===== src/rtl/output_write_ctrl.sv =====
// output_write_ctrl
// Sequences result words from the multiplier datapath into the output memory.
// Results arrive over a valid/ready handshake, are buffered in a small FIFO
// and are written to consecutive memory addresses. When a frame of NUM_WORDS
// words has been written the controller parks in DONE until the next start.
//
// Optional build macro: OUTCTRL_WRAP_EN
//   When defined, the controller streams continuously. After the last word of
//   a frame the address and wr_count wrap to 0, done pulses for one cycle and
//   the state stays RUN.
//
// Ports:
//   clk       in   clock, all state on posedge
//   rst       in   synchronous active-high reset
//   start     in   one-cycle pulse, begins a frame from IDLE or DONE
//   in_valid  in   result word available
//   in_word   in   result word
//   in_ready  out  controller accepts in_word this cycle
//   mem_hold  in   host owns the memory, writes are suppressed
//   mem_we    out  memory write enable
//   mem_addr  out  memory address
//   mem_word  out  memory write data
//   busy      out  state is RUN
//   done      out  frame complete
//   wr_count  out  words written in the current frame
module output_write_ctrl #(
    parameter int NUM_WORDS  = 8,
    parameter int WORD_BITS  = 32,
    parameter int ADDR_BITS  = 3,
    parameter int FIFO_DEPTH = 4
) (
    input  logic                 clk,
    input  logic                 rst,
    input  logic                 start,
    input  logic                 in_valid,
    input  logic [WORD_BITS-1:0] in_word,
    output logic                 in_ready,
    input  logic                 mem_hold,
    output logic                 mem_we,
    output logic [ADDR_BITS-1:0] mem_addr,
    output logic [WORD_BITS-1:0] mem_word,
    output logic                 busy,
    output logic                 done,
    output logic [ADDR_BITS:0]   wr_count
);

    localparam int PTR_BITS = $clog2(FIFO_DEPTH);

    localparam logic [1:0] ST_IDLE = 2'd0;
    localparam logic [1:0] ST_RUN  = 2'd1;
    localparam logic [1:0] ST_DONE = 2'd2;

    localparam logic [PTR_BITS:0]    OCC_ZERO   = {(PTR_BITS+1){1'b0}};
    localparam logic [PTR_BITS:0]    OCC_ONE    = (PTR_BITS+1)'(1);
    localparam logic [PTR_BITS:0]    OCC_FULL   = (PTR_BITS+1)'(FIFO_DEPTH);
    localparam logic [PTR_BITS-1:0]  PTR_ZERO   = {PTR_BITS{1'b0}};
    localparam logic [PTR_BITS-1:0]  PTR_ONE    = PTR_BITS'(1);
    localparam logic [ADDR_BITS-1:0] ADDR_ZERO  = {ADDR_BITS{1'b0}};
    localparam logic [ADDR_BITS-1:0] ADDR_ONE   = ADDR_BITS'(1);
    localparam logic [ADDR_BITS:0]   CNT_ZERO   = {(ADDR_BITS+1){1'b0}};
    localparam logic [ADDR_BITS:0]   CNT_ONE    = (ADDR_BITS+1)'(1);
    localparam logic [ADDR_BITS:0]   LAST_CNT   = (ADDR_BITS+1)'(NUM_WORDS - 1);

    logic [1:0]           state_r;
    logic [WORD_BITS-1:0] fifo_mem_r [FIFO_DEPTH];
    logic [PTR_BITS-1:0]  wr_ptr_r;
    logic [PTR_BITS-1:0]  rd_ptr_r;
    logic [PTR_BITS:0]    occ_r;
    logic [ADDR_BITS-1:0] addr_r;
    logic [ADDR_BITS:0]   wr_count_r;

    logic run_s;
    logic fifo_full_s;
    logic fifo_empty_s;
    logic cap_reached_s;
    logic in_ready_s;
    logic push_s;
    logic pop_s;
    logic last_write_s;
    logic fifo_clear_s;

`ifdef OUTCTRL_WRAP_EN
    logic done_pulse_r;
`else
    localparam logic [ADDR_BITS:0] FRAME_CNT = (ADDR_BITS+1)'(NUM_WORDS);
    logic [ADDR_BITS:0] pushed_r;
`endif

    // Handshake, write-enable and frame-boundary decode from registered state
    always_comb begin
        run_s        = (state_r == ST_RUN);
        fifo_full_s  = (occ_r == OCC_FULL);
        fifo_empty_s = (occ_r == OCC_ZERO);
`ifdef OUTCTRL_WRAP_EN
        cap_reached_s = 1'b0;
`else
        // Never accept more words than one frame holds, so nothing is left
        // stranded in the FIFO when the frame ends.
        cap_reached_s = (pushed_r == FRAME_CNT);
`endif
        in_ready_s   = run_s && !fifo_full_s && !cap_reached_s;
        push_s       = in_valid && in_ready_s;
        pop_s        = run_s && !fifo_empty_s && !mem_hold;
        last_write_s = pop_s && (wr_count_r == LAST_CNT);
        // Starting a frame from IDLE/DONE flushes any buffered state.
        fifo_clear_s = start && !run_s;
    end

    assign in_ready = in_ready_s;
    assign mem_we   = pop_s;
    assign mem_addr = addr_r;
    assign mem_word = fifo_mem_r[rd_ptr_r];
    assign busy     = run_s;
    assign wr_count = wr_count_r;
`ifdef OUTCTRL_WRAP_EN
    assign done = done_pulse_r;
`else
    assign done = (state_r == ST_DONE);
`endif

    // FIFO storage write on accepted handshake
    always_ff @(posedge clk) begin
        if (push_s) begin
            fifo_mem_r[wr_ptr_r] <= in_word;
        end
    end

    // FIFO pointers and occupancy
    always_ff @(posedge clk) begin
        if (rst || fifo_clear_s) begin
            wr_ptr_r <= PTR_ZERO;
            rd_ptr_r <= PTR_ZERO;
            occ_r    <= OCC_ZERO;
        end else begin
            if (push_s) begin
                wr_ptr_r <= wr_ptr_r + PTR_ONE;
            end
            if (pop_s) begin
                rd_ptr_r <= rd_ptr_r + PTR_ONE;
            end
            case ({push_s, pop_s})
                2'b10:   occ_r <= occ_r + OCC_ONE;
                2'b01:   occ_r <= occ_r - OCC_ONE;
                default: occ_r <= occ_r;
            endcase
        end
    end

`ifndef OUTCTRL_WRAP_EN
    // Count of words accepted in the current frame (push cap)
    always_ff @(posedge clk) begin
        if (rst || fifo_clear_s) begin
            pushed_r <= CNT_ZERO;
        end else if (push_s) begin
            pushed_r <= pushed_r + CNT_ONE;
        end
    end
`endif

    // Frame state machine with address and written-word counters
    always_ff @(posedge clk) begin
        if (rst) begin
            state_r    <= ST_IDLE;
            addr_r     <= ADDR_ZERO;
            wr_count_r <= CNT_ZERO;
        end else begin
            case (state_r)
                ST_IDLE, ST_DONE: begin
                    if (start) begin
                        state_r    <= ST_RUN;
                        addr_r     <= ADDR_ZERO;
                        wr_count_r <= CNT_ZERO;
                    end
                end
                ST_RUN: begin
                    if (pop_s) begin
`ifdef OUTCTRL_WRAP_EN
                        if (last_write_s) begin
                            addr_r     <= ADDR_ZERO;
                            wr_count_r <= CNT_ZERO;
                        end else begin
                            addr_r     <= addr_r + ADDR_ONE;
                            wr_count_r <= wr_count_r + CNT_ONE;
                        end
`else
                        addr_r     <= addr_r + ADDR_ONE;
                        wr_count_r <= wr_count_r + CNT_ONE;
                        if (last_write_s) begin
                            state_r <= ST_DONE;
                        end
`endif
                    end
                end
                default: begin
                    state_r <= ST_IDLE;
                end
            endcase
        end
    end

`ifdef OUTCTRL_WRAP_EN
    // One-cycle done pulse following each final-word write
    always_ff @(posedge clk) begin
        if (rst) begin
            done_pulse_r <= 1'b0;
        end else begin
            done_pulse_r <= last_write_s;
        end
    end
`endif

endmodule


===== config.mk =====
export PLATFORM = sky130hd
export DESIGN_NAME = output_write_ctrl
export DESIGN_NICKNAME = d
export VERILOG_FILES = /design/src/rtl/output_write_ctrl.sv
export SDC_FILE = /design/constraint.sdc
export NUM_CORES = 1
export LEC_CHECK = 0
export BUFFER_PORTS_ARGS = -buffer_cell sky130_fd_sc_hd__buf_2
export CORE_MARGIN = 3
export CORE_UTILIZATION = 44
export DETAILED_ROUTE_END_ITERATION = 12
export GPL_TIMING_DRIVEN = 0
export PLACE_DENSITY = 0.63
export SLEW_MARGIN = 15
export SYNTH_ARGS = -nofsm -noshare
export SYNTH_HDL_FRONTEND = slang
export SYNTH_SLANG_ARGS = --single-unit

===== constraint.sdc =====
create_clock -name clk -period 3.3 [get_ports clk]
set_input_delay 0.33 -clock clk [delete_from_list [all_inputs] [get_ports clk]]
set_output_delay 0.33 -clock clk [all_outputs]
set_load 0.005 [all_outputs]

==> results.json <==
{
  "status": "finished, final reports clean",
  "die_area_sq_um": 14600,
  "hold_path.startpoint": "in_word[4]",
  "wl_per_cell_microns": 18.3,
  "syn_area_per_cell_sq_um": 19.2,
  "grt_remaining_overflow": 0,
  "synth_area_sq_um": 5810,
  "path_class": "flip-flop to flip-flop",
  "initial_core_util_pct": 45.5,
  "cts-root-buf": "clkbuf_16",
  "n_fill_cell": 1006,
  "post-route-period-util_pct": 80.5,
  "drc_errors": 0,
  "async_flop_share_pct": 0,
  "clk_pin_slew_ns": 0.06,
  "dp_cells": 557,
  "finalSetupViolations": 0,
  "max-slew-margin-rel_pct": 51.9,
  "period_needed_ns": 2.65,
  "synth_edf_count": 128,
  "area_growth_pct": 21.7,
  "core_area_sq_um": 12800,
  "synth_top_cell_by_area": "edfxtp_1",
  "max-cap-violations": 0,
  "antennaDiodeCount": 0,
  "synth_ff_type": "edfxtp_1",
  "finalWorstSetupSlack_ns": 0.645,
  "r2r_start": "occ_r[2]",
  "leakagePower_nw": 2.40,
  "cts_setup_buffers": 0,
  "hold_violations": 0,
  "worstPathArrival_ns": 3.00,
  "grtUsageTotal_pct": 15.7,
  "cts_hold_buf": 0,
  "finalNonFillerCells": 587,
  "synth_fp_nets": 350,
  "end_kind": "flip-flop",
  "antenna_left": 0,
  "powerDensity_nw_per_um2": 578,
  "maxClockFrequency_ghz": 0.377,
  "row_count": 41,
  "holdCritPathClass": "primary input to flip-flop",
  "seq_area_frac_synth_pct": 73.8,
  "cts-resized-gates": 0,
  "cts_buffers": 17,
  "ios": 80,
  "syn_inst": 303,
  "final_common_cell": "edfxtp_1",
  "drtPass1Iterations": 4,
  "die_h_microns": 121,
  "combPwrFrac_pct": 3.4,
  "ys_warn_count": 0,
  "ys_ff_latch": 150,
  "grt_max_degree": 23,
  "numPortBuffers": 78,
  "crit_start": "occ_r[2]",
  "antenna_found_initial": 1,
  "cp.required_ns": 3.64,
  "fin_worst_skew_ns": 0.00516,
  "vias": 3102,
  "crit_path_start_kind": "flip-flop",
  "place_area_sq_um": 6500,
  "routed_wl_microns": 10700,
  "yosysTopAreaCellShare_pct": 66.2,
  "worstSkewPairLatency_ns": 0.41,
  "final_cell_area_sq_um": 7060,
  "ff2ff_setup_slack_ns": 0.65,
  "p_sw_mw": 0.777,
  "gp_congestion": 0.797,
  "clock-sinks": 150,
  "drv_slew": 0,
  "dp_slack_ns": 0.645,
  "htree_num_levels": 4,
  "dp_hpwl_microns": 6860,
  "synthTopCellsByArea": "edfxtp_1 (66%), mux4_2 (12%), dfxtp_1 (7.6%), ha_1 (1.9%), o211ai_1 (1.7%)",
  "cp_max_fo": 9,
  "tritoncts": "yes",
  "fin_nets": 451,
  "yosysUniqueCellTypes": 39,
  "clk_path_buf_depth": 2,
  "ir_drop_uv": 347,
  "first_global_vias": 3251,
  "p_sw_share_pct": 19.0,
  "vias_per_cell": 5.28,
  "pwr-share-clk_pct": 45.5,
  "drt_iter0_markers": 248,
  "layout-drive-gt1-share_pct": 36.6,
  "worstMarginPinSlew_ns": 0.719,
  "layout_common_cells": "edfxtp_1 (128), buf_2 (84), mux4_2 (32), dfxtp_1 (22), clkbuf_16 (17)",
  "die_w_microns": 121,
  "grt_pass1_wl_microns": 17100,
  "power.internal_mw": 3.31,
  "rsz0062_at_grt": "no",
  "seqPwrFrac_pct": 51.1
}
critical path, cell delays in order, from the launching register on:
cell	delay [ns]
dfxtp_1	0.38
nor3b_1	0.62
nor3_2	0.27
inv_1	0.11
ha_1	0.18
inv_1	0.06
fa_1	0.37
xor2_1	0.16
or3_1	0.30
a21oi_1	0.14
Yosys cell counts, types with 2 or more instances:
master / count
edfxtp_1: 128
mux4_2: 32
dfxtp_1: 22
inv_1: 14
a21oi_1: 13
o211ai_1: 13
ha_1: 9
buf_2: 6
clkbuf_1: 6
or4_1: 6
and2_1: 5
mux2i_1: 4
or3_1: 4
nand3_1: 3
nand4_1: 3
nor2_1: 3
nor3_1: 3
o21ai_0: 3
nand2_1: 2
nand3b_1: 2
nor3b_1: 2
o31ai_1: 2
xor2_1: 2
registers in the layout, summed over array words and instances (netlist names), named ones only:
signal	flops
fifo_mem_r	128
pushed_r	4
wr_count	4
mem_addr	3
occ_r	3
rd_ptr_r	2
state_r	2
wr_ptr_r	2
stage by stage:
stage / hold WS (ns) / utilization, % / power [mW] / TNS [ns]
after floorplan: 0.429 / - / 2.19 / 0
after global placement: 0.459 / 50.2 / 2.26 / -1.77
after detailed placement: 0.473 / 50.9 / 2.27 / 0
after CTS: 0.108 / 55.3 / 4.14 / 0
after global routing: 0.108 / 55.3 / 4.24 / 0
final: 0.129 / 55.3 / 4.09 / 0
logic make-up after synthesis:
family	count (synthesis)	share of synthesized area, %
and+or+nand+nor	40	4.46
xor gates and xnor gates	2	0.302
AOI/OAI and AO/OA	37	4.12
buffers and inverters	28	1.94
DFF	150	73.8
adders and majority gates	10	2.28
muxes	36	13.1
layout make-up:
cell class | count | area [sq um] | share of cell area (%)
plain buffers | 13 | 56.3 | 0.797
well taps | 172 | 215 | 3.05
flip-flops and latches | 150 | 4280 | 60.6
inverters | 15 | 56.3 | 0.797
clock buffers | 19 | 433 | 6.13
clock inverters | 11 | 135 | 1.91
multi-input cells | 125 | 1410 | 20.0
repair buffers | 82 | 470 | 6.66
routing by layer:
metal / part of all wire [%] / track usage (%)
met1: 43 / 19.6
met2: 50 / 25.4
met3: 5.7 / 6.20
met4: 1.2 / 5.10
met5: 0.17 / 0
worst paths after layout:
kind                                          to  depth (start not counted)
worst max-delay path                    occ_r[2]                          9
worst max register to register          occ_r[2]                          9
worst min-delay path            fifo_mem_r[1][4]                          1
worst min register to register       mem_addr[2]                          2
power groups by stage:
| stage | registers, mW | clock network (mW) | logic (mW) |
|---|---|---|---|
| global route | 2.09 | 1.99 | 0.157 |
| global placement | 2.13 | 0 | 0.135 |
| detailed placement | 2.13 | 0 | 0.142 |
| floorplan | 2.13 | 0 | 0.0659 |
| finish | 2.09 | 1.86 | 0.140 |
| CTS | 2.09 | 1.91 | 0.143 |
Power figures use the tool's default switching activity.
